==> src/rtl/sample_readout.sv <==
// Trigger-capture readout engine: walks the circular capture RAM from the oldest
// sample to the stop address and streams each sample out over a valid/ready port.
module sample_readout #(
    parameter int ADDR_W = 10,
    parameter int DATA_W = 16
) (
    input  logic              trig_clk,
    input  logic              trig_rstn,
    input  logic              start,
    input  logic              abort,
    input  logic              stop_flag,
    input  logic              overflow_flag,
    input  logic [ADDR_W-1:0] stop_addr,
    input  logic [15:0]       trig_len,
    output logic              rd_en,
    output logic [ADDR_W-1:0] rd_addr,
    input  logic [DATA_W-1:0] rd_data,
    output logic [DATA_W-1:0] out_data,
    output logic              out_valid,
    input  logic              out_ready,
    output logic              out_last,
    output logic              busy,
    output logic              done
);

    localparam int CNT_W = 17;

    localparam logic [2:0] IDLE    = 3'd0;
    localparam logic [2:0] ARM     = 3'd1;
    localparam logic [2:0] FETCH   = 3'd2;
    localparam logic [2:0] WAIT    = 3'd3;
    localparam logic [2:0] PRESENT = 3'd4;

    // Circular increment: the buffer is trig_len deep, not 2^ADDR_W.
    function automatic logic [ADDR_W-1:0] wrap_inc(input logic [ADDR_W-1:0] a,
                                                   input logic [15:0]       len);
        logic [CNT_W-1:0] nxt;
        nxt = CNT_W'(a) + 17'd1;
        if (nxt == {1'b0, len}) begin
            wrap_inc = '0;
        end else begin
            wrap_inc = nxt[ADDR_W-1:0];
        end
    endfunction

    logic [2:0]        state_r;
    logic [ADDR_W-1:0] addr_r;
    logic [CNT_W-1:0]  cnt_r;
    logic [15:0]       len_r;

    logic [2:0]        state_nxt_s;
    logic              load_s;
    logic              adv_s;
    logic              finish_s;
    logic              trig_s;
    logic [CNT_W-1:0]  sp1_s;
    logic [CNT_W-1:0]  count_s;
    logic [ADDR_W-1:0] base_s;
    logic [ADDR_W-1:0] addr_adv_s;
    logic              capture_s;

    // Window geometry derived from the trigger node's current flags.
    always_comb begin
        sp1_s      = CNT_W'(stop_addr) + 17'd1;
        addr_adv_s = wrap_inc(addr_r, len_r);
        if (overflow_flag) begin
            count_s = {1'b0, trig_len};
            base_s  = wrap_inc(stop_addr, trig_len);
        end else begin
            count_s = (sp1_s > {1'b0, trig_len}) ? {1'b0, trig_len} : sp1_s;
            base_s  = '0;
        end
    end

    // Next-state logic; abort overrides everything and never pulses done.
    always_comb begin
        state_nxt_s = state_r;
        load_s      = 1'b0;
        adv_s       = 1'b0;
        finish_s    = 1'b0;
        trig_s      = 1'b0;
        if (abort) begin
            state_nxt_s = IDLE;
        end else begin
            case (state_r)
                IDLE: begin
                    if (start && stop_flag) begin
                        trig_s = 1'b1;
                    end else if (start) begin
                        state_nxt_s = ARM;
                    end else begin
                        state_nxt_s = IDLE;
                    end
                end
                ARM: begin
                    if (stop_flag) begin
                        trig_s = 1'b1;
                    end else begin
                        state_nxt_s = ARM;
                    end
                end
                FETCH:   state_nxt_s = WAIT;
                WAIT:    state_nxt_s = PRESENT;
                PRESENT: begin
                    if (out_ready && (cnt_r == 17'd1)) begin
                        finish_s    = 1'b1;
                        state_nxt_s = IDLE;
                    end else if (out_ready) begin
                        adv_s       = 1'b1;
                        state_nxt_s = FETCH;
                    end else begin
                        state_nxt_s = PRESENT;
                    end
                end
                default: state_nxt_s = IDLE;
            endcase
            // An empty window completes immediately without touching the RAM.
            if (trig_s && (count_s == 17'd0)) begin
                finish_s    = 1'b1;
                state_nxt_s = IDLE;
            end else if (trig_s) begin
                load_s      = 1'b1;
                state_nxt_s = FETCH;
            end else begin
                load_s = 1'b0;
            end
        end
        capture_s = (state_r == WAIT) && (state_nxt_s == PRESENT);
    end

    // State, window registers and registered outputs.
    always_ff @(posedge trig_clk or negedge trig_rstn) begin
        if (!trig_rstn) begin
            state_r   <= IDLE;
            addr_r    <= '0;
            cnt_r     <= '0;
            len_r     <= 16'd0;
            rd_en     <= 1'b0;
            rd_addr   <= '0;
            out_data  <= '0;
            out_valid <= 1'b0;
            out_last  <= 1'b0;
            busy      <= 1'b0;
            done      <= 1'b0;
        end else begin
            state_r   <= state_nxt_s;
            rd_en     <= (state_nxt_s == FETCH);
            busy      <= (state_nxt_s != IDLE);
            done      <= finish_s;
            out_valid <= (state_nxt_s == PRESENT);
            if (load_s) begin
                addr_r  <= base_s;
                cnt_r   <= count_s;
                len_r   <= trig_len;
                rd_addr <= base_s;
            end else if (adv_s) begin
                addr_r  <= addr_adv_s;
                cnt_r   <= cnt_r - 17'd1;
                rd_addr <= addr_adv_s;
            end else begin
                addr_r <= addr_r;
            end
            if (capture_s) begin
                out_data <= rd_data;
                out_last <= (cnt_r == 17'd1);
            end else if (state_nxt_s != PRESENT) begin
                out_last <= 1'b0;
            end else begin
                out_last <= out_last;
            end
        end
    end

endmodule
==> config.mk <==
export PLATFORM = sky130hd
export DESIGN_NAME = sample_readout
export DESIGN_NICKNAME = d
export VERILOG_FILES = /design/src/rtl/sample_readout.sv
export SDC_FILE = /design/constraint.sdc
export NUM_CORES = 1
export LEC_CHECK = 0
export ABC_AREA = 1
export CAP_MARGIN = 20
export CORE_MARGIN = 2
export CORE_UTILIZATION = 54
export DETAILED_ROUTE_END_ITERATION = 8
export PLACE_DENSITY_LB_ADDON = 0.12
export SETUP_SLACK_MARGIN = 0.15
export SYNTH_ARGS = -nofsm -noshare
export SYNTH_HDL_FRONTEND = slang
export SYNTH_SLANG_ARGS = --single-unit
==> constraint.sdc <==
create_clock -name trig_clk -period 2.9 [get_ports trig_clk]
set_clock_uncertainty 0.1 [all_clocks]
set_input_delay 0.58 -clock trig_clk [delete_from_list [all_inputs] [get_ports trig_clk]]
set_output_delay 0.58 -clock trig_clk [all_outputs]
set_load 0.01 [all_outputs]
== Word level (Yosys, flattened, before mapping) ==
Index checks and enable logic that the tools add are counted.
Cells by class
  add/sub/neg operators: 3
  reductions and logical operators: 9
  eq/ne operators: 10
  order comparisons: 1
  multiplexer cells: 35
Operator list (count)
  10-bit 2-to-1 mux: 5
  17-bit 2-to-1 mux: 2
  11-bit by 16-bit equality test with 1-bit output: 2
  16-bit 2-to-1 mux: 2
  10-bit by 1-bit adder with 11-bit output (second input constant): 2
  3-bit 2-to-1 mux: 7
  17-bit by 1-bit equality test with 1-bit output (second input constant): 1
  17-bit logical NOT: 1
  1-bit 2-to-1 mux: 17
  17-bit by 1-bit subtractor with 17-bit output (second input constant): 1
  11-bit by 16-bit greater-than comparator with 1-bit output: 1
  3-bit one-hot mux with 5 select lines: 1
  3-bit by 2-bit equality test with 1-bit output (second input constant): 3
  3-bit equality test (second input constant): 2
  1-bit logical AND: 4
  2-bit nonzero test: 2
  3-bit by 1-bit equality test with 1-bit output (second input constant): 1
  3-bit logical NOT: 1
  3-bit inequality test (second input constant): 1
  3-bit nonzero test: 1
  1-bit one-hot mux with 2 select lines: 1
Storage, ports and cells
  output and inout port bits: 31
  register bits after elaboration: 67
  logic and storage cells: 68

== Depth between registers and ports, before layout ==
Gate-level depths: netlist (run 1).
  depth in word-level cells: 11
  mapped depth: 28
  gate-level depth less buffers: 26

== Worst setup path before layout (run 1) ==
No wires, ideal clock.
  path type: input to register
  start: input port stop_addr[4]
  end: register addr_r[1]
  cell stages on the path: 23
  slack: -0.360 ns
  required time: 2.683 ns
  arrival time: 3.043 ns
  cell sequence: inv_1 -> nor4_4 -> nand3_1 -> nand2_1 -> inv_1 -> ha_1 -> a21o_1 -> nor2_1 -> nand2_1 -> nand2_1 -> nand2_1 -> nand2_2 -> buf_4 -> nand3_1 -> nand2_1 -> nand2_1 -> nor2_2 -> nand3_4 -> nand2_4 -> nand2_1 -> buf_2 -> nand2_1 -> nand2_1
Between the ends
  longest elaborated chain between the ends: 9
  elaborated cells on any way between the ends: 13
  classes of those cells: 1 x add/sub; 1 x order compare; 1 x eq/ne; 7 x mux; 3 x reduce/logical
Ends and longest elaborated chain
  start, declared: RTL line 13  | input logic [ADDR_W-1:0] stop_addr,
  10-bit by 1-bit adder with 11-bit output (*): RTL line 38, 64
  11-bit by 16-bit greater-than comparator with 1-bit output: RTL line 70  | count_s = (sp1_s > {1'b0, trig_len}) ? {1'b0, trig_len} : sp1_s;
  16-bit 2-to-1 mux: RTL line 70
  16-bit 2-to-1 mux: RTL line 66  | if (overflow_flag) begin
  17-bit logical NOT: RTL line 118  | if (trig_s && (count_s == 17'd0)) begin
  1-bit logical AND: RTL line 118
  1-bit 2-to-1 mux: RTL line 118
  1-bit 2-to-1 mux: RTL line 82  | if (abort) begin
  10-bit 2-to-1 mux / 2-bit nonzero test (equally long branches)
  end signal, assigned: RTL line 152  | addr_r <= base_s;
  end signal, assigned: RTL line 157  | addr_r <= addr_adv_s;
  end signal, assigned: RTL line 161  | addr_r <= addr_r;
  end, declared: RTL line 47  | logic [ADDR_W-1:0] addr_r;
Every way passes the cells marked *; elsewhere a longest branch is shown, timed or not.
A chain may end at the register's enable or synchronous reset.

== Worst setup path after layout (run 1) ==
  start: input port stop_addr[6]
  end: register len_r[3]
Between the ends
  longest elaborated chain between the ends: 8
Ends and longest elaborated chain
  10-bit by 1-bit adder with 11-bit output (*): RTL line 64  | sp1_s = CNT_W'(stop_addr) + 17'd1;
  11-bit by 16-bit greater-than comparator with 1-bit output: RTL line 70
  16-bit 2-to-1 mux (*): RTL line 70
  16-bit 2-to-1 mux (*): RTL line 66
  17-bit logical NOT (*): RTL line 118
  1-bit logical AND (*): RTL line 118
  1-bit 2-to-1 mux (*): RTL line 118
  1-bit 2-to-1 mux (*): RTL line 82
  end signal, assigned: RTL line 154  | len_r <= trig_len;
  end, declared: RTL line 49  | logic [15:0] len_r;
Marks and branches as above.

==> report_table.html, run 1 <==
<table>
<tr><th>Metric</th><th>Value</th></tr>
<tr><th colspan="2">Cells and area</th></tr>
<tr><td>Most common library cell in the layout ignoring fill and taps</td><td>sky130_fd_sc_hd__nand2_1</td></tr>
<tr><td>Share of final-layout standard cells stronger than drive strength 1</td><td>0.3180</td></tr>
<tr><td>Area occupied by multi-input gates</td><td>0.002923 mm2</td></tr>
<tr><td>ANT cells</td><td>0</td></tr>
<tr><td>Fraction of the core area covered by cells at the end of the flow</td><td>0.8677</td></tr>
<tr><td>Fill cells</td><td>435</td></tr>
<tr><td>Sequential cell area</td><td>0.001677 mm2</td></tr>
<tr><td>Final std cells w/o fill</td><td>about 900</td></tr>
<tr><td>Top library cells by usage in the layout, fill and taps aside</td><td>sky130_fd_sc_hd__nand2_1, sky130_fd_sc_hd__buf_4, sky130_fd_sc_hd__clkdlybuf4s50_1</td></tr>
<tr><td>Synth-to-layout area growth</td><td>56.78%</td></tr>
<tr><td>Layout Nets</td><td>864</td></tr>
<tr><th colspan="2">Drt</th></tr>
<tr><td>First drt pass iteration count</td><td>7</td></tr>
<tr><td>DRC Markers</td><td>0</td></tr>
<tr><td>Routed via count</td><td>5217</td></tr>
<tr><td>Number of DRC markers after the initial detailed-route iteration</td><td>566</td></tr>
<tr><td>Total wire length after detailed routing</td><td>16350 um</td></tr>
<tr><td>Remaining number of nets flagged by the antenna check after routing</td><td>0</td></tr>
<tr><td>Avg Vias per Cell</td><td>5.733</td></tr>
<tr><td>Avg WL per Cell</td><td>17.97 um</td></tr>
<tr><th colspan="2">Critical path</th></tr>
<tr><td>Category of the most critical setup path</td><td>in2reg</td></tr>
<tr><td>Cells on worst reg2reg path</td><td>15</td></tr>
<tr><td>Critical Path Fanout Max</td><td>8</td></tr>
<tr><td>Endpoint type of the worst setup path</td><td>flop</td></tr>
<tr><td>Kind of launch point of the worst setup path</td><td>input port</td></tr>
<tr><td>Critical Path AT</td><td>3590 ps</td></tr>
<tr><td>Data required time at the worst endpoint</td><td>3070 ps</td></tr>
<tr><th colspan="2">Floorplan</th></tr>
<tr><td>Overall die width</td><td>approximately 95 um</td></tr>
<tr><td>Core area</td><td>0.008134 mm2</td></tr>
<tr><td>Number of primary I/O pins</td><td>80</td></tr>
<tr><td>FP Rows</td><td>33</td></tr>
<tr><td>Initial core utilization</td><td>0.5535</td></tr>
<tr><td>Overall die area</td><td>slightly above 0.009 mm2</td></tr>
<tr><td>Y dimension of the die</td><td>95.31 um</td></tr>
<tr><th colspan="2">Worst hold path</th></tr>
<tr><td>Depth of the worst hold-timing path</td><td>1</td></tr>
<tr><td>Kind of path behind the tightest hold check</td><td>reg2reg</td></tr>
<tr><th colspan="2">CTS</th></tr>
<tr><td>Source-to-sink clock delay at the later pin of the worst-skew pair</td><td>370 ps</td></tr>
<tr><td>CTS Buf Count</td><td>9</td></tr>
<tr><td>CTS Buffer Depth</td><td>2</td></tr>
<tr><td>Clock tree from TritonCTS</td><td>done</td></tr>
<tr><td>Number of clock sinks</td><td>67</td></tr>
<tr><td>Buffer cell driving the clock tree root</td><td>sky130_fd_sc_hd__clkbuf_8</td></tr>
<tr><td>CTS H-Tree Depth</td><td>3</td></tr>
<tr><td>Clock edge transition at the registers on the reported setup and hold paths</td><td>~80 ps</td></tr>
<tr><th colspan="2">Global routing</th></tr>
<tr><td>Sum of overflow across all layers after global routing</td><td>0</td></tr>
<tr><td>Met2 demand-to-capacity share in global routing</td><td>0.5604</td></tr>
<tr><td>Vias in the first global route</td><td>roughly 4900</td></tr>
<tr><td>Pin count of the biggest net entering global routing</td><td>48</td></tr>
<tr><td>Combined global-route utilization of all metal layers</td><td>0.3369</td></tr>
<tr><td>Number of antenna violations at the first check in global routing</td><td>0</td></tr>
<tr><td>Wire length of the first global-routing pass</td><td>23200 um</td></tr>
<tr><td>GRT Max-Usage Layer</td><td>met2</td></tr>
<tr><td>Routing usage on met1</td><td>0.4250</td></tr>
<tr><td>Met3 track demand over resource</td><td>0.06798</td></tr>
<tr><th colspan="2">Power</th></tr>
<tr><td>Static Leakage</td><td>0.003502 uW</td></tr>
<tr><td>Max IR drop VDD</td><td>0.0003332 V</td></tr>
<tr><td>Ratio of total power to cell area</td><td>521.5 mW/mm2</td></tr>
<tr><th colspan="2">Timing</th></tr>
<tr><td>Number of pins with negative max-slew slack in the final report</td><td>0</td></tr>
<tr><td>Final count of negative-setup-slack endpoints</td><td>47</td></tr>
<tr><td>Transition time at the pin with the least slew margin</td><td>801.4 ps</td></tr>
<tr><td>Period utilisation layout</td><td>1.178</td></tr>
<tr><td>Worst Setup Slack, final</td><td>-516.6 ps</td></tr>
<tr><td>Unrepaired setup endpoints after global routing</td><td>true</td></tr>
<tr><td>Final critical-path required period</td><td>3417 ps</td></tr>
<tr><td>FMAX</td><td>292.7 MHz</td></tr>
<tr><td>Final number of hold-violating endpoints</td><td>0</td></tr>
<tr><td>Worst slew slack as a fraction of its limit</td><td>0.4637</td></tr>
<tr><th colspan="2">Logic synthesis</th></tr>
<tr><td>Flops &amp; latches, synth</td><td>67</td></tr>
<tr><td>Post-Syn Nets</td><td>681</td></tr>
<tr><td>Part of the Yosys area used for sequential elements</td><td>0.3724</td></tr>
<tr><td>Cell area after synthesis</td><td>0.004502 mm2</td></tr>
<tr><td>Instance count of the mapped netlist</td><td>slightly above 600</td></tr>
<tr><td>Mean area per synthesized cell</td><td>7.296 um2</td></tr>
<tr><td>Distinct cells, synth</td><td>37</td></tr>
<tr><td>Number of warning messages in the yosys log</td><td>0</td></tr>
<tr><th colspan="2">Placement</th></tr>
<tr><td>Half-perimeter wire length after placement</td><td>9474 um</td></tr>
<tr><td>IO Port Bufs</td><td>just under 80</td></tr>
<tr><td>Placed Cells incl. Taps</td><td>860</td></tr>
<tr><td>Final estimated routing congestion in global placement</td><td>approximately 0.93</td></tr>
<tr><td>Worst Setup Slack post-DPL</td><td>-1173 ps</td></tr>
<tr><th colspan="2">Outcome</th></tr>
<tr><td>Violated checks</td><td>negative setup slack</td></tr>
<tr><td>Result of the run</td><td>complete, but fails checks</td></tr>
<tr><th colspan="2">Run</th></tr>
<tr><td>Max-cap violations</td><td>0</td></tr>
</table>
## synthesized netlist by cell type, drive strengths merged
cell type | number | share of area
buf | 11 | 0.020
o21ai | 25 | 0.028
xor3 | 1 | 0.0053
and3 | 1 | 0.0014
clkbuf | 9 | 0.0075
nand2 | 178 | 0.15
nor2 | 58 | 0.053
xor2 | 14 | 0.027
xnor2 | 13 | 0.025
nor4 | 3 | 0.0075
nand3 | 77 | 0.088
mux2 | 16 | 0.040
inv | 75 | 0.063
nand3b | 2 | 0.0033
a211oi | 1 | 0.0017
nand4 | 11 | 0.015
nor3 | 22 | 0.026
a21o | 1 | 0.0017
clkinv | 1 | 0.00083
or2 | 3 | 0.0042
a21oi | 10 | 0.011
ha | 15 | 0.042
and3b | 1 | 0.0019
nor3b | 1 | 0.0017
dfrtp | 67 | 0.37
a31oi | 1 | 0.0014
## state kept, by name (all words and copies together) (netlist names)
register	count
addr_r	10
busy	1
cnt_r	17
done	1
len_r	16
out_data	16
out_last	1
out_valid	1
rd_en	1
state_r	3
## per-layer routing
metal  wire length, um  vias up
met3              1450       90
met4               855        0
met1              6210     2408
met2              7836      357
met5                 0        -
li1                  -     2362
## final cells by class
cell class,count,share of cell area
Multi-Input combinational cell,457,0.4141
Timing Repair Buffer,189,0.2583
Sequential cell,67,0.2375
Inverter,76,0.04219
Tap cell,105,0.01861
Clock buffer,9,0.01755
Clock inverter,7,0.01170
## worst paths after layout
check	slack, ps	end	from
min reg2reg	410	out_data[4]	out_data[4]
max	-520	len_r[3]	stop_addr[6]
max in group asynchronous	1520	busy	trig_rstn
min in group asynchronous	480	addr_r[5]	trig_rstn
min	410	out_data[4]	out_data[4]
max reg2reg	220	addr_r[0]	addr_r[1]
## critical path: stages
cell                              delay, ps
sky130_fd_sc_hd__clkdlybuf4s15_1        190
sky130_fd_sc_hd__nand2_1                 80
sky130_fd_sc_hd__buf_4                  130
sky130_fd_sc_hd__inv_1                   90
sky130_fd_sc_hd__nand2_2                 90
sky130_fd_sc_hd__nor2_1                  80
sky130_fd_sc_hd__and3_1                 180
sky130_fd_sc_hd__ha_1                   270
sky130_fd_sc_hd__a21oi_1                200
sky130_fd_sc_hd__a21oi_1                 80
sky130_fd_sc_hd__nand2_1                 80
sky130_fd_sc_hd__nand2_2                 80
sky130_fd_sc_hd__nand2_4                120
sky130_fd_sc_hd__buf_6                  160
sky130_fd_sc_hd__nand3_2                 70
sky130_fd_sc_hd__nand2_1                 70
sky130_fd_sc_hd__nand2_1                 70
sky130_fd_sc_hd__nor2_2                 180
sky130_fd_sc_hd__nand3_4                180
sky130_fd_sc_hd__nand2_8                180
sky130_fd_sc_hd__buf_12                 120
sky130_fd_sc_hd__buf_16                 140
sky130_fd_sc_hd__nand2_2                 50
sky130_fd_sc_hd__o21ai_1                100
## cells by family (layout without fill, tap and decap cells)
group,after synthesis,in the layout,synth area share
DFF,67,67,0.3724
AOI/OAI and AO/OA,38,38,0.04364
buffers and inverters,96,281,0.09116
xor gates and xnor gates,28,28,0.05781
and+or+nand+nor,357,360,0.3533
muxes,16,16,0.04002
adders and majority gates,15,15,0.04169
## power breakdown
part	internal (uW)	switching, uW
clock	413	450
sequential	1120	222
combinational	701	779
total	2230	1450
## stage by stage
step | instance area [um2] | TNS, ps | power (uW) | hold slack, ps
after floorplan | 4516 | -13100 | 1992 | 184.4
after global placement | 5907 | -47170 | 2420 | 369.6
after detailed placement | 5907 | -51500 | 2465 | 373.8
after CTS | 6738 | -10180 | 3432 | 338.0
after global routing | 7058 | -26550 | 3842 | 418.4
final | 7058 | -19890 | 3681 | 411.3
## what timing repair did
item | CTS | global route
pin swaps | 45 | 29
endpoints found under the hold margin | 0 | 6
resized for setup | 131 | 50
gates cloned | 10 | 0
hold buffers | 0 | 1
setup buffers | 14 | 8
setup endpoints to repair | 47 | 47
(Power assumes the default switching activity.)
==> run 2, diff against run 1 <==
--- a/config.mk
+++ b/config.mk
@@ -5,11 +5,11 @@
 export SDC_FILE = /design/constraint.sdc
 export NUM_CORES = 1
 export LEC_CHECK = 0
-export ABC_AREA = 1
 export CAP_MARGIN = 20
 export CORE_MARGIN = 2
-export CORE_UTILIZATION = 54
+export CORE_UTILIZATION = 57
 export DETAILED_ROUTE_END_ITERATION = 8
+export HOLD_SLACK_MARGIN = 0.1
 export PLACE_DENSITY_LB_ADDON = 0.12
 export SETUP_SLACK_MARGIN = 0.15
 export SYNTH_ARGS = -nofsm -noshare
==> constraint.sdc (replaced) <==
create_clock -name trig_clk -period 4.2 [get_ports trig_clk]
set_clock_uncertainty 0.1 [all_clocks]
set_input_delay 0.84 -clock trig_clk [delete_from_list [all_inputs] [get_ports trig_clk]]
set_output_delay 0.84 -clock trig_clk [all_outputs]
set_load 0.01 [all_outputs]
==> run 2 against run 1 <==
  * The flow now finishes without violations
  * Count of clock-buffer cells in the layout increased by 1
  * Combinational power down 39%
  * Global-route usage shrank 1.3 points
  * Routed wire length decreased by 20%
  * Cell count is 23% lower
  * Utilization down 6.5 points
  * Sequential power is 26% lower
  * Sequential share of layout area up 4.9 points
  * Synthesized cell count fell by 23%
  * Non-clock buffer count down 55
  * Setup slack gained 810 ps
  * Sequential cell count unchanged
==> report_table.html, run 2 <==
<table>
<tr><th>Metric</th><th>Value</th></tr>
<tr><th colspan="2">Critical path</th></tr>
<tr><td>Total buffers and inverters traversed by the critical path</td><td>4 (-2)</td></tr>
<tr><td>Data required time at the worst endpoint</td><td>4350 ps (+1280 ps)</td></tr>
<tr><td>Cell family with most CP delay</td><td>simple AND/OR/NAND/NOR gates</td></tr>
<tr><td>Cell with the largest stage delay on the worst path</td><td>sky130_fd_sc_hd__clkdlybuf4s50_1</td></tr>
<tr><td>Largest stage delay, worst path</td><td>500 ps (+230 ps)</td></tr>
<tr><td>Category of the most critical setup path</td><td>in2reg</td></tr>
<tr><td>Worst-path cell chain</td><td>clkdlybuf4s50_1 &gt; nand3_1 &gt; nor2_4 &gt; and3_4 &gt; ha_1 &gt; nand3_2 &gt; buf_4 &gt; o211ai_1 &gt; or2_4 &gt; nor3_2 &gt; o211ai_1 &gt; buf_4 &gt; nor2_4 &gt; nor2_8 &gt; inv_6 &gt; nand2_1 &gt; a221o_1</td></tr>
<tr><td>Endpoint type of the worst setup path</td><td>flop</td></tr>
<tr><td>Critical Path AT</td><td>4050 ps (+460 ps)</td></tr>
<tr><td>Kind of launch point of the worst setup path</td><td>input port</td></tr>
<tr><td>Critical Path Fanout Max</td><td>11 (+3)</td></tr>
<tr><th colspan="2">CTS</th></tr>
<tr><td>Clock tree from TritonCTS</td><td>done</td></tr>
<tr><td>Buffer cell driving the clock tree root</td><td>sky130_fd_sc_hd__clkbuf_8</td></tr>
<tr><td>Number of clock sinks</td><td>67 (unchanged)</td></tr>
<tr><td>Hold buffers post-CTS</td><td>0 (unchanged)</td></tr>
<tr><td>CTS H-Tree Depth</td><td>3 (unchanged)</td></tr>
<tr><td>CTS Buffer Depth</td><td>2 (unchanged)</td></tr>
<tr><td>CTS Buf Count</td><td>9 (unchanged)</td></tr>
<tr><td>Clock edge transition at the registers on the reported setup and hold paths</td><td>90 ps (about the same)</td></tr>
<tr><td>Source-to-sink clock delay at the later pin of the worst-skew pair</td><td>360 ps (about the same)</td></tr>
<tr><th colspan="2">Timing</th></tr>
<tr><td>Worst Setup Slack, final</td><td>296.3 ps (+812.8 ps)</td></tr>
<tr><td>Unrepaired setup endpoints after global routing</td><td>false</td></tr>
<tr><td>Period utilisation layout</td><td>0.9295</td></tr>
<tr><td>Final critical-path required period</td><td>roughly 3900 ps</td></tr>
<tr><td>Number of pins with negative max-slew slack in the final report</td><td>0 (unchanged)</td></tr>
<tr><td>Transition time at the pin with the least slew margin</td><td>864.9 ps (+63.47 ps)</td></tr>
<tr><td>Worst slew slack as a fraction of its limit</td><td>0.4234 (-0.04034)</td></tr>
<tr><td>Final number of hold-violating endpoints</td><td>0 (unchanged)</td></tr>
<tr><td>FMAX</td><td>256.2 MHz</td></tr>
<tr><td>Final count of negative-setup-slack endpoints</td><td>0 (-100%)</td></tr>
<tr><th colspan="2">Drt</th></tr>
<tr><td>Avg Vias per Cell</td><td>6.151 (+7.3%)</td></tr>
<tr><td>Remaining number of nets flagged by the antenna check after routing</td><td>0 (unchanged)</td></tr>
<tr><td>Number of DRC markers after the initial detailed-route iteration</td><td>326 (-42%)</td></tr>
<tr><td>Routed via count</td><td>4306 (-17%)</td></tr>
<tr><td>DRC Markers</td><td>0 (unchanged)</td></tr>
<tr><td>First drt pass iteration count</td><td>5 (-2)</td></tr>
<tr><td>Avg WL per Cell</td><td>18.63 um (+3.7%)</td></tr>
<tr><td>Total wire length after detailed routing</td><td>13040 um (-20%)</td></tr>
<tr><th colspan="2">Outcome</th></tr>
<tr><td>Result of the run</td><td>finished, final reports clean</td></tr>
<tr><th colspan="2">Logic synthesis</th></tr>
<tr><td>Cell taking the most area after synthesis</td><td>sky130_fd_sc_hd__dfrtp_1</td></tr>
<tr><td>Part of the Yosys area used for sequential elements</td><td>0.3876 (+0.01519)</td></tr>
<tr><td>Mean area per synthesized cell</td><td>9.068 um2 (+24%)</td></tr>
<tr><td>Post-synth top area share</td><td>0.3876 (+0.01519)</td></tr>
<tr><td>Most common cell in the synthesized netlist</td><td>sky130_fd_sc_hd__dfrtp_1</td></tr>
<tr><td>Top FF cell, synth</td><td>sky130_fd_sc_hd__dfrtp_1</td></tr>
<tr><td>Distinct cells, synth</td><td>67 (+81%)</td></tr>
<tr><td>Number of warning messages in the yosys log</td><td>0 (unchanged)</td></tr>
<tr><td>Cell area after synthesis</td><td>0.004325 mm2 (-3.9%)</td></tr>
<tr><td>Top cells by count, synth</td><td>sky130_fd_sc_hd__dfrtp_1, sky130_fd_sc_hd__nand2_1, sky130_fd_sc_hd__nor2_1, sky130_fd_sc_hd__o21ai_0</td></tr>
<tr><td>Flops &amp; latches, synth</td><td>67 (unchanged)</td></tr>
<tr><td>Post-Syn Nets</td><td>541 (-21%)</td></tr>
<tr><td>Number of enable-type register cells in the synthesized netlist</td><td>0 (unchanged)</td></tr>
<tr><td>Share of flip-flops with an asynchronous set or reset after synthesis</td><td>1.000 (unchanged)</td></tr>
<tr><td>Instance count of the mapped netlist</td><td>477 (-23%)</td></tr>
<tr><td>Ranking of synthesized cells by area</td><td>sky130_fd_sc_hd__dfrtp_1, sky130_fd_sc_hd__nand2_1, sky130_fd_sc_hd__ha_1</td></tr>
<tr><th colspan="2">Global routing</th></tr>
<tr><td>Sum of overflow across all layers after global routing</td><td>0 (unchanged)</td></tr>
<tr><td>Number of antenna violations at the first check in global routing</td><td>0 (unchanged)</td></tr>
<tr><td>Pin count of the biggest net entering global routing</td><td>39 (-19%)</td></tr>
<tr><td>Wire length of the first global-routing pass</td><td>21220 um (-8.5%)</td></tr>
<tr><td>Combined global-route utilization of all metal layers</td><td>0.3236 (-0.01336)</td></tr>
<tr><td>Vias in the first global route</td><td>4089 (-16%)</td></tr>
<tr><th colspan="2">Floorplan</th></tr>
<tr><td>Overall die width</td><td>91.11 um (-4.4%)</td></tr>
<tr><td>Y dimension of the die</td><td>91.11 um (-4.4%)</td></tr>
<tr><td>Initial core utilization</td><td>0.5932 (+0.03972)</td></tr>
<tr><td>FP Rows</td><td>31 (-6.1%)</td></tr>
<tr><td>Core area</td><td>0.007292 mm2 (-10%)</td></tr>
<tr><td>Number of primary I/O pins</td><td>80 (unchanged)</td></tr>
<tr><td>Overall die area</td><td>0.008301 mm2 (-8.6%)</td></tr>
<tr><th colspan="2">Placement</th></tr>
<tr><td>IO Port Bufs</td><td>79 (unchanged)</td></tr>
<tr><td>Final estimated routing congestion in global placement</td><td>0.9177 (-1.7%)</td></tr>
<tr><td>Half-perimeter wire length after placement</td><td>9565 um (+0.95%)</td></tr>
<tr><td>Worst Setup Slack post-DPL</td><td>-351.7 ps (+821.7 ps)</td></tr>
<tr><td>Placed Cells incl. Taps</td><td>673 (-22%)</td></tr>
<tr><th colspan="2">Power</th></tr>
<tr><td>Ratio of total power to cell area</td><td>427.6 mW/mm2 (-18%)</td></tr>
<tr><td>Max IR drop VDD</td><td>0.0002299 V (-31%)</td></tr>
<tr><td>Total power</td><td>2502 uW (-32%)</td></tr>
<tr><td>Static Leakage</td><td>0.002546 uW (-27%)</td></tr>
<tr><th colspan="2">Worst hold path</th></tr>
<tr><td>Kind of path behind the tightest hold check</td><td>reg2reg</td></tr>
<tr><th colspan="2">Cells and area</th></tr>
<tr><td>Final std cells w/o fill</td><td>700 (-23%)</td></tr>
<tr><td>Number of flip-flops under the largest register name</td><td>17 (unchanged)</td></tr>
<tr><td>Fill cells</td><td>507 (+17%)</td></tr>
<tr><td>Largest register by flop count</td><td>cnt_r</td></tr>
<tr><td>Regs by FF count</td><td>cnt_r: 17 flops, len_r: 16 flops, out_data: 16 flops</td></tr>
<tr><td>Top library cells by usage in the layout, fill and taps aside</td><td>sky130_fd_sc_hd__clkdlybuf4s50_1, sky130_fd_sc_hd__dfrtp_1, sky130_fd_sc_hd__nand2_1</td></tr>
<tr><td>ANT cells</td><td>0 (unchanged)</td></tr>
<tr><td>Share of final-layout standard cells stronger than drive strength 1</td><td>0.1897 (-0.1283)</td></tr>
<tr><td>Layout Nets</td><td>660 (-24%)</td></tr>
<tr><td>Most common library cell in the layout ignoring fill and taps</td><td>sky130_fd_sc_hd__clkdlybuf4s50_1</td></tr>
<tr><td>Fraction of the core area covered by cells at the end of the flow</td><td>0.8025 (-0.06521)</td></tr>
<tr><td>Synth-to-layout area growth</td><td>35.29%</td></tr>
<tr><th colspan="2">Run</th></tr>
<tr><td>Max-cap violations</td><td>0 (unchanged)</td></tr>
</table>
==> run 2: cell count changes in the layout (fill, tap and decap cells not counted), sizes merged, moves of 7 or more <==
cell,previous run,this run
nand2,181,52
buf,115,56
inv,79,20
nand3,77,22
nor2,58,37
a21oi,10,22
mux2i,0,12
o21ai,25,33
a32oi,0,7
o2bb2ai,0,7
==> run 2: what timing repair did <==
action,4_1_cts,5_1_grt
resized for setup,12,15
endpoints found under the setup margin,21,40
pin swaps,8,9
setup buffers,8,3
==> run 2: stage by stage <==
step / cell area [um2] / hold WS, ps / setup TNS [ps]
after floorplan: 4330 / 337.0 / 0
after detailed placement: 5461 / 365.8 / -8878
after CTS: 5766 / 383.6 / 0
after global placement: 5461 / 351.6 / -5620
final: 5852 / 381.0 / 0
after global routing: 5852 / 412.1 / 0
==> run 2: worst min-delay path, stage by stage (launching register included) <==
cell	delay (ps)
sky130_fd_sc_hd__dfrtp_1	340
sky130_fd_sc_hd__nand2_1	50
sky130_fd_sc_hd__nand2_1	60
==> run 2: logic make-up (layout without fill, tap and decap cells) <==
family	count (synthesis)	count (layout)	share of synthesized area
AO/OA/AOI/OAI	116	116	0.1828
XOR/XNOR	26	26	0.05265
adder cells (fa/ha/maj)	15	15	0.04339
flip-flops	67	67	0.3876
buffers and inverters	46	170	0.04946
AND/OR/NAND/NOR	179	179	0.2146
multiplexers	28	28	0.06942
==> run 2: layer usage <==
metal	GRT usage	part of all wire	vias to the layer above
met3	0.05892	0.073	34
met1	0.4474	0.42	2064
met5	0	0	-
met2	0.5222	0.48	225
li1	-	-	1983
met4	0.09343	0.025	0
==> run 2: layout make-up <==
type,instances,area [um2],share of cell area
clock buffer,10,127.6,0.02181
clock inverter,6,90.09,0.01539
inverter,20,80.08,0.01368
multi-input combinational,364,2509,0.4287
sequential,67,1677,0.2865
tap,99,123.9,0.02117
timing repair buffer,134,1245,0.2127
==> run 2: worst paths after layout <==
path / startpoint / end / slack (ps) / depth (start not counted)
worst max-delay path: stop_addr[7] / cnt_r[9] / 300 / 17
worst min-delay path: len_r[11] / len_r[11] / 380 / 2
worst max register to register: addr_r[0] / addr_r[3] / 1250 / 9
worst min register to register: len_r[11] / len_r[11] / 380 / 2
max in group asynchronous: trig_rstn / state_r[2] / 2610 / 2
min in group asynchronous: trig_rstn / len_r[15] / 490 / 1
==> run 2: power by group <==
part           switching, uW  internal [uW]
clock network            275            335
registers                179            816
logic                    418            479
==> run 3, diff against run 2 <==
--- a/config.mk
+++ b/config.mk
@@ -10,6 +10,7 @@
 export CORE_UTILIZATION = 57
 export DETAILED_ROUTE_END_ITERATION = 8
 export HOLD_SLACK_MARGIN = 0.1
+export MAX_ROUTING_LAYER = met4
 export PLACE_DENSITY_LB_ADDON = 0.12
 export SETUP_SLACK_MARGIN = 0.15
 export SYNTH_ARGS = -nofsm -noshare
==> run 3 against run 2 <==
  * Non-clock buffer count increased by 7
  * First-iteration DRC count up 18%
  * Global-route usage is 1.3 points higher
  * Cell count increased by 0.86%
  * Sequential cell count unchanged
  * Worst hold slack lost 45 ps
  * Design area is 0.94% higher
  * Die area stayed put
  * Sequential power about the same
  * Fmax down 0.10%
  * Critical path depth did not move
  * Largest power group unchanged
==> report_table.html, run 3 (synthesis gave the netlist of run 2 again) <==
<table>
<tr><th>Metric</th><th>Value</th></tr>
<tr><th colspan="2">Outcome</th></tr>
<tr><td>Result of the run</td><td>finished, final reports clean</td></tr>
<tr><th colspan="2">CTS</th></tr>
<tr><td>CTS H-Tree Depth</td><td>3 (unchanged)</td></tr>
<tr><td>Source-to-sink clock delay at the later pin of the worst-skew pair</td><td>350 ps (about the same)</td></tr>
<tr><td>Buffer cell driving the clock tree root</td><td>sky130_fd_sc_hd__clkbuf_8</td></tr>
<tr><td>Clock edge transition at the registers on the reported setup and hold paths</td><td>70 ps (-20 ps)</td></tr>
<tr><td>CTS Buffer Depth</td><td>2 (unchanged)</td></tr>
<tr><td>Clock tree from TritonCTS</td><td>done</td></tr>
<tr><td>Hold buffers post-CTS</td><td>0 (unchanged)</td></tr>
<tr><td>Number of clock sinks</td><td>67 (unchanged)</td></tr>
<tr><td>CTS Buf Count</td><td>9 (unchanged)</td></tr>
<tr><th colspan="2">Placement</th></tr>
<tr><td>Placed Cells incl. Taps</td><td>672 (-0.15%)</td></tr>
<tr><td>Worst Setup Slack post-DPL</td><td>-380.3 ps (-28.56 ps)</td></tr>
<tr><td>Final estimated routing congestion in global placement</td><td>0.9464 (+3.1%)</td></tr>
<tr><td>IO Port Bufs</td><td>79 (unchanged)</td></tr>
<tr><td>Half-perimeter wire length after placement</td><td>9781 um (+2.3%)</td></tr>
<tr><td>Cell Area, Placed</td><td>0.005466 mm2 (about the same)</td></tr>
<tr><th colspan="2">Critical path</th></tr>
<tr><td>Critical Path Fanout Max</td><td>11 (unchanged)</td></tr>
<tr><td>Worst-path cell chain</td><td>clkdlybuf4s50_1 &gt; nand3_1 &gt; nor2_4 &gt; and3_1 &gt; ha_1 &gt; nand3_2 &gt; buf_4 &gt; o211ai_1 &gt; or2_2 &gt; nor3_1 &gt; o211ai_1 &gt; buf_4 &gt; nor2_4 &gt; nor2_8 &gt; inv_6 &gt; nand2_1 &gt; a221o_1</td></tr>
<tr><td>Levels on crit path</td><td>17 (unchanged)</td></tr>
<tr><td>Data required time at the worst endpoint</td><td>4330 ps (-20 ps)</td></tr>
<tr><td>Cell family with most CP delay</td><td>simple AND/OR/NAND/NOR gates</td></tr>
<tr><td>Category of the most critical setup path</td><td>in2reg</td></tr>
<tr><td>Kind of launch point of the worst setup path</td><td>input port</td></tr>
<tr><td>Critical Path AT</td><td>4040 ps (about the same)</td></tr>
<tr><td>Endpoint type of the worst setup path</td><td>flop</td></tr>
<tr><td>Largest stage delay, worst path</td><td>480 ps (-20 ps)</td></tr>
<tr><td>Cells on worst reg2reg path</td><td>9 (unchanged)</td></tr>
<tr><td>Total buffers and inverters traversed by the critical path</td><td>4 (unchanged)</td></tr>
<tr><td>Cell with the largest stage delay on the worst path</td><td>sky130_fd_sc_hd__clkdlybuf4s50_1</td></tr>
<tr><th colspan="2">Timing</th></tr>
<tr><td>Final number of hold-violating endpoints</td><td>0 (unchanged)</td></tr>
<tr><td>Transition time at the pin with the least slew margin</td><td>721.9 ps (-143.0 ps)</td></tr>
<tr><td>Worst Setup Slack, final</td><td>292.3 ps (-3.937 ps)</td></tr>
<tr><td>Worst slew slack as a fraction of its limit</td><td>0.5063 (+0.08289)</td></tr>
<tr><td>Unrepaired setup endpoints after global routing</td><td>true</td></tr>
<tr><td>Number of pins with negative max-slew slack in the final report</td><td>0 (unchanged)</td></tr>
<tr><td>Final critical-path required period</td><td>3908 ps (+3.937 ps)</td></tr>
<tr><td>Worst slack on hold paths</td><td>336.1 ps (-44.85 ps)</td></tr>
<tr><td>Final count of negative-setup-slack endpoints</td><td>0 (unchanged)</td></tr>
<tr><td>Period utilisation layout</td><td>0.9304 (+0.0009374)</td></tr>
<tr><td>FMAX</td><td>255.9 MHz (-0.10%)</td></tr>
<tr><th colspan="2">Cells and area</th></tr>
<tr><td>Area occupied by multi-input gates</td><td>0.002511 mm2 (about the same)</td></tr>
<tr><td>Synth-to-layout area growth</td><td>36.56%</td></tr>
<tr><td>Most common library cell in the layout ignoring fill and taps</td><td>sky130_fd_sc_hd__clkdlybuf4s50_1</td></tr>
<tr><td>ANT cells</td><td>0 (unchanged)</td></tr>
<tr><td>Number of flip-flops under the largest register name</td><td>17 (unchanged)</td></tr>
<tr><td>Largest register by flop count</td><td>cnt_r</td></tr>
<tr><td>Regs by FF count</td><td>cnt_r: 17 flops, len_r: 16 flops, out_data: 16 flops</td></tr>
<tr><td>Sequential cell area</td><td>0.001677 mm2 (unchanged)</td></tr>
<tr><td>Final std cells w/o fill</td><td>706 (+0.86%)</td></tr>
<tr><td>Final design area excluding fillers</td><td>0.005907 mm2 (+0.94%)</td></tr>
<tr><td>Top library cells by usage in the layout, fill and taps aside</td><td>sky130_fd_sc_hd__clkdlybuf4s50_1, sky130_fd_sc_hd__dfrtp_1, sky130_fd_sc_hd__buf_4</td></tr>
<tr><td>Layout Nets</td><td>667 (+1.1%)</td></tr>
<tr><td>Share of final-layout standard cells stronger than drive strength 1</td><td>0.2010 (+0.01130)</td></tr>
<tr><td>Fill cells</td><td>486 (-4.1%)</td></tr>
<tr><th colspan="2">Floorplan</th></tr>
<tr><td>Overall die area</td><td>0.008301 mm2 (unchanged)</td></tr>
<tr><td>Overall die width</td><td>91.11 um (unchanged)</td></tr>
<tr><td>Y dimension of the die</td><td>91.11 um (unchanged)</td></tr>
<tr><td>Initial core utilization</td><td>0.5932 (unchanged)</td></tr>
<tr><td>Number of primary I/O pins</td><td>80 (unchanged)</td></tr>
<tr><td>FP Rows</td><td>31 (unchanged)</td></tr>
<tr><td>Core area</td><td>0.007292 mm2 (unchanged)</td></tr>
<tr><th colspan="2">Power</th></tr>
<tr><td>Total power</td><td>2424 uW (-3.1%)</td></tr>
<tr><td>Ratio of total power to cell area</td><td>410.4 mW/mm2 (-4.0%)</td></tr>
<tr><td>Cell Int Power</td><td>1567 uW (-3.8%)</td></tr>
<tr><td>Switching share of power</td><td>0.3534 (+0.004774)</td></tr>
<tr><td>Part of the total power dissipated in sequential elements</td><td>0.413 (+0.015)</td></tr>
<tr><td>Static Leakage</td><td>0.002585 uW (+1.5%)</td></tr>
<tr><td>Net switching power figure</td><td>856.6 uW (-1.8%)</td></tr>
<tr><td>Max IR drop VDD</td><td>0.0002423 V (+5.4%)</td></tr>
<tr><td>Part of the power in the clock network</td><td>0.214 (-0.030)</td></tr>
<tr><td>Comb power frac</td><td>0.373 (+0.015)</td></tr>
<tr><th colspan="2">Global routing</th></tr>
<tr><td>Sum of overflow across all layers after global routing</td><td>0 (unchanged)</td></tr>
<tr><td>Combined global-route utilization of all metal layers</td><td>0.3365 (+0.01294)</td></tr>
<tr><td>Number of antenna violations at the first check in global routing</td><td>0 (unchanged)</td></tr>
<tr><td>Pin count of the biggest net entering global routing</td><td>46 (+18%)</td></tr>
<tr><td>Wire length of the first global-routing pass</td><td>21450 um (+1.0%)</td></tr>
<tr><td>Vias in the first global route</td><td>4213 (+3.0%)</td></tr>
<tr><th colspan="2">Run</th></tr>
<tr><td>Max-cap violations</td><td>0 (unchanged)</td></tr>
<tr><th colspan="2">Worst hold path</th></tr>
<tr><td>Kind of path behind the tightest hold check</td><td>in2async</td></tr>
<tr><th colspan="2">Drt</th></tr>
<tr><td>Avg Vias per Cell</td><td>6.139 (-0.21%)</td></tr>
<tr><td>Number of DRC markers after the initial detailed-route iteration</td><td>384 (+18%)</td></tr>
<tr><td>Remaining number of nets flagged by the antenna check after routing</td><td>0 (unchanged)</td></tr>
<tr><td>First drt pass iteration count</td><td>5 (unchanged)</td></tr>
<tr><td>Routed via count</td><td>4334 (+0.65%)</td></tr>
<tr><td>Avg WL per Cell</td><td>18.88 um (+1.4%)</td></tr>
<tr><td>Total wire length after detailed routing</td><td>13330 um (+2.2%)</td></tr>
<tr><td>DRC Markers</td><td>0 (unchanged)</td></tr>
</table>
run 3: changes by cell type in the layout (fill, tap and decap cells not counted), moves of 2 or more:
cell	change
sky130_fd_sc_hd__clkinv_4	-2
sky130_fd_sc_hd__clkdlybuf4s15_1	+4
sky130_fd_sc_hd__dlygate4sd2_1	-4
sky130_fd_sc_hd__buf_6	+2
sky130_fd_sc_hd__nand3_2	+2
sky130_fd_sc_hd__nand3_1	-2
sky130_fd_sc_hd__buf_4	+4
run 3: what timing repair did:
| action | 4_1_cts | 5_1_grt |
|---|---|---|
| setup endpoints to repair | 33 | 42 |
| setup buffers | 14 | 3 |
| pin swaps | 11 | 10 |
| gates cloned | 1 | 0 |
| resized for setup | 16 | 17 |
run 3: path summary, 6_finish.rpt:
check	slack (ps)	end	start
max	290	cnt_r[9]	stop_addr[7]
min	340	addr_r[3]	trig_rstn
max reg2reg	1210	addr_r[4]	addr_r[0]
min reg2reg	380	len_r[15]	len_r[15]
max in group asynchronous	2980	out_data[1]	trig_rstn
min in group trig_clk	380	len_r[15]	len_r[15]
run 3: power groups by stage:
| stage | Combinational [uW] | Clock, uW | Sequential (uW) |
|---|---|---|---|
| 4_1_cts | 892 | 524 | 994 |
| 6_report | 904 | 520 | 1000 |
| 5_1_grt | 979 | 555 | 1030 |
| 3_3_place_gp | 847 | 0 | 989 |
| 3_5_place_dp | 878 | 0 | 1000 |
| 2_1_floorplan | 485 | 0 | 978 |
run 3: cell type report:
class	instances	area share
multi-input combinational	364	0.4251
sequential	67	0.2838
timing repair buffer	141	0.2256
clock buffer	10	0.02161
tap	99	0.02097
inverter	20	0.01356
clock inverter	5	0.009320
run 3: worst register-to-register path, stage by stage, from the launching register on:
cell,delay [ps]
sky130_fd_sc_hd__dfrtp_1,510
sky130_fd_sc_hd__ha_1,320
sky130_fd_sc_hd__nand3_1,270
sky130_fd_sc_hd__o41a_1,500
sky130_fd_sc_hd__nor4_1,280
sky130_fd_sc_hd__nand4_1,250
sky130_fd_sc_hd__o21a_1,210
sky130_fd_sc_hd__buf_12,140
sky130_fd_sc_hd__a22o_1,190
sky130_fd_sc_hd__o2bb2ai_1,120
run 3: metrics by stage:
step,TNS [ps],util
2_1_floorplan,0,-
3_3_place_gp,-5284,0.7497
3_5_place_dp,-10230,0.7497
4_1_cts,0,0.7986
5_1_grt,0,0.8101
6_report,0,0.8101
run 3: per-layer routing:
| layer | share of wire | wire length (um) | track usage | up-vias |
|---|---|---|---|---|
| met1 | 0.40 | 5325 | 0.4367 | 2092 |
| met3 | 0.084 | 1126 | 0.06473 | 29 |
| met5 | 0 | 0 | - | - |
| met4 | 0.023 | 311 | 0.1086 | 0 |
| met2 | 0.49 | 6564 | 0.5352 | 215 |
| li1 | - | - | - | 1998 |
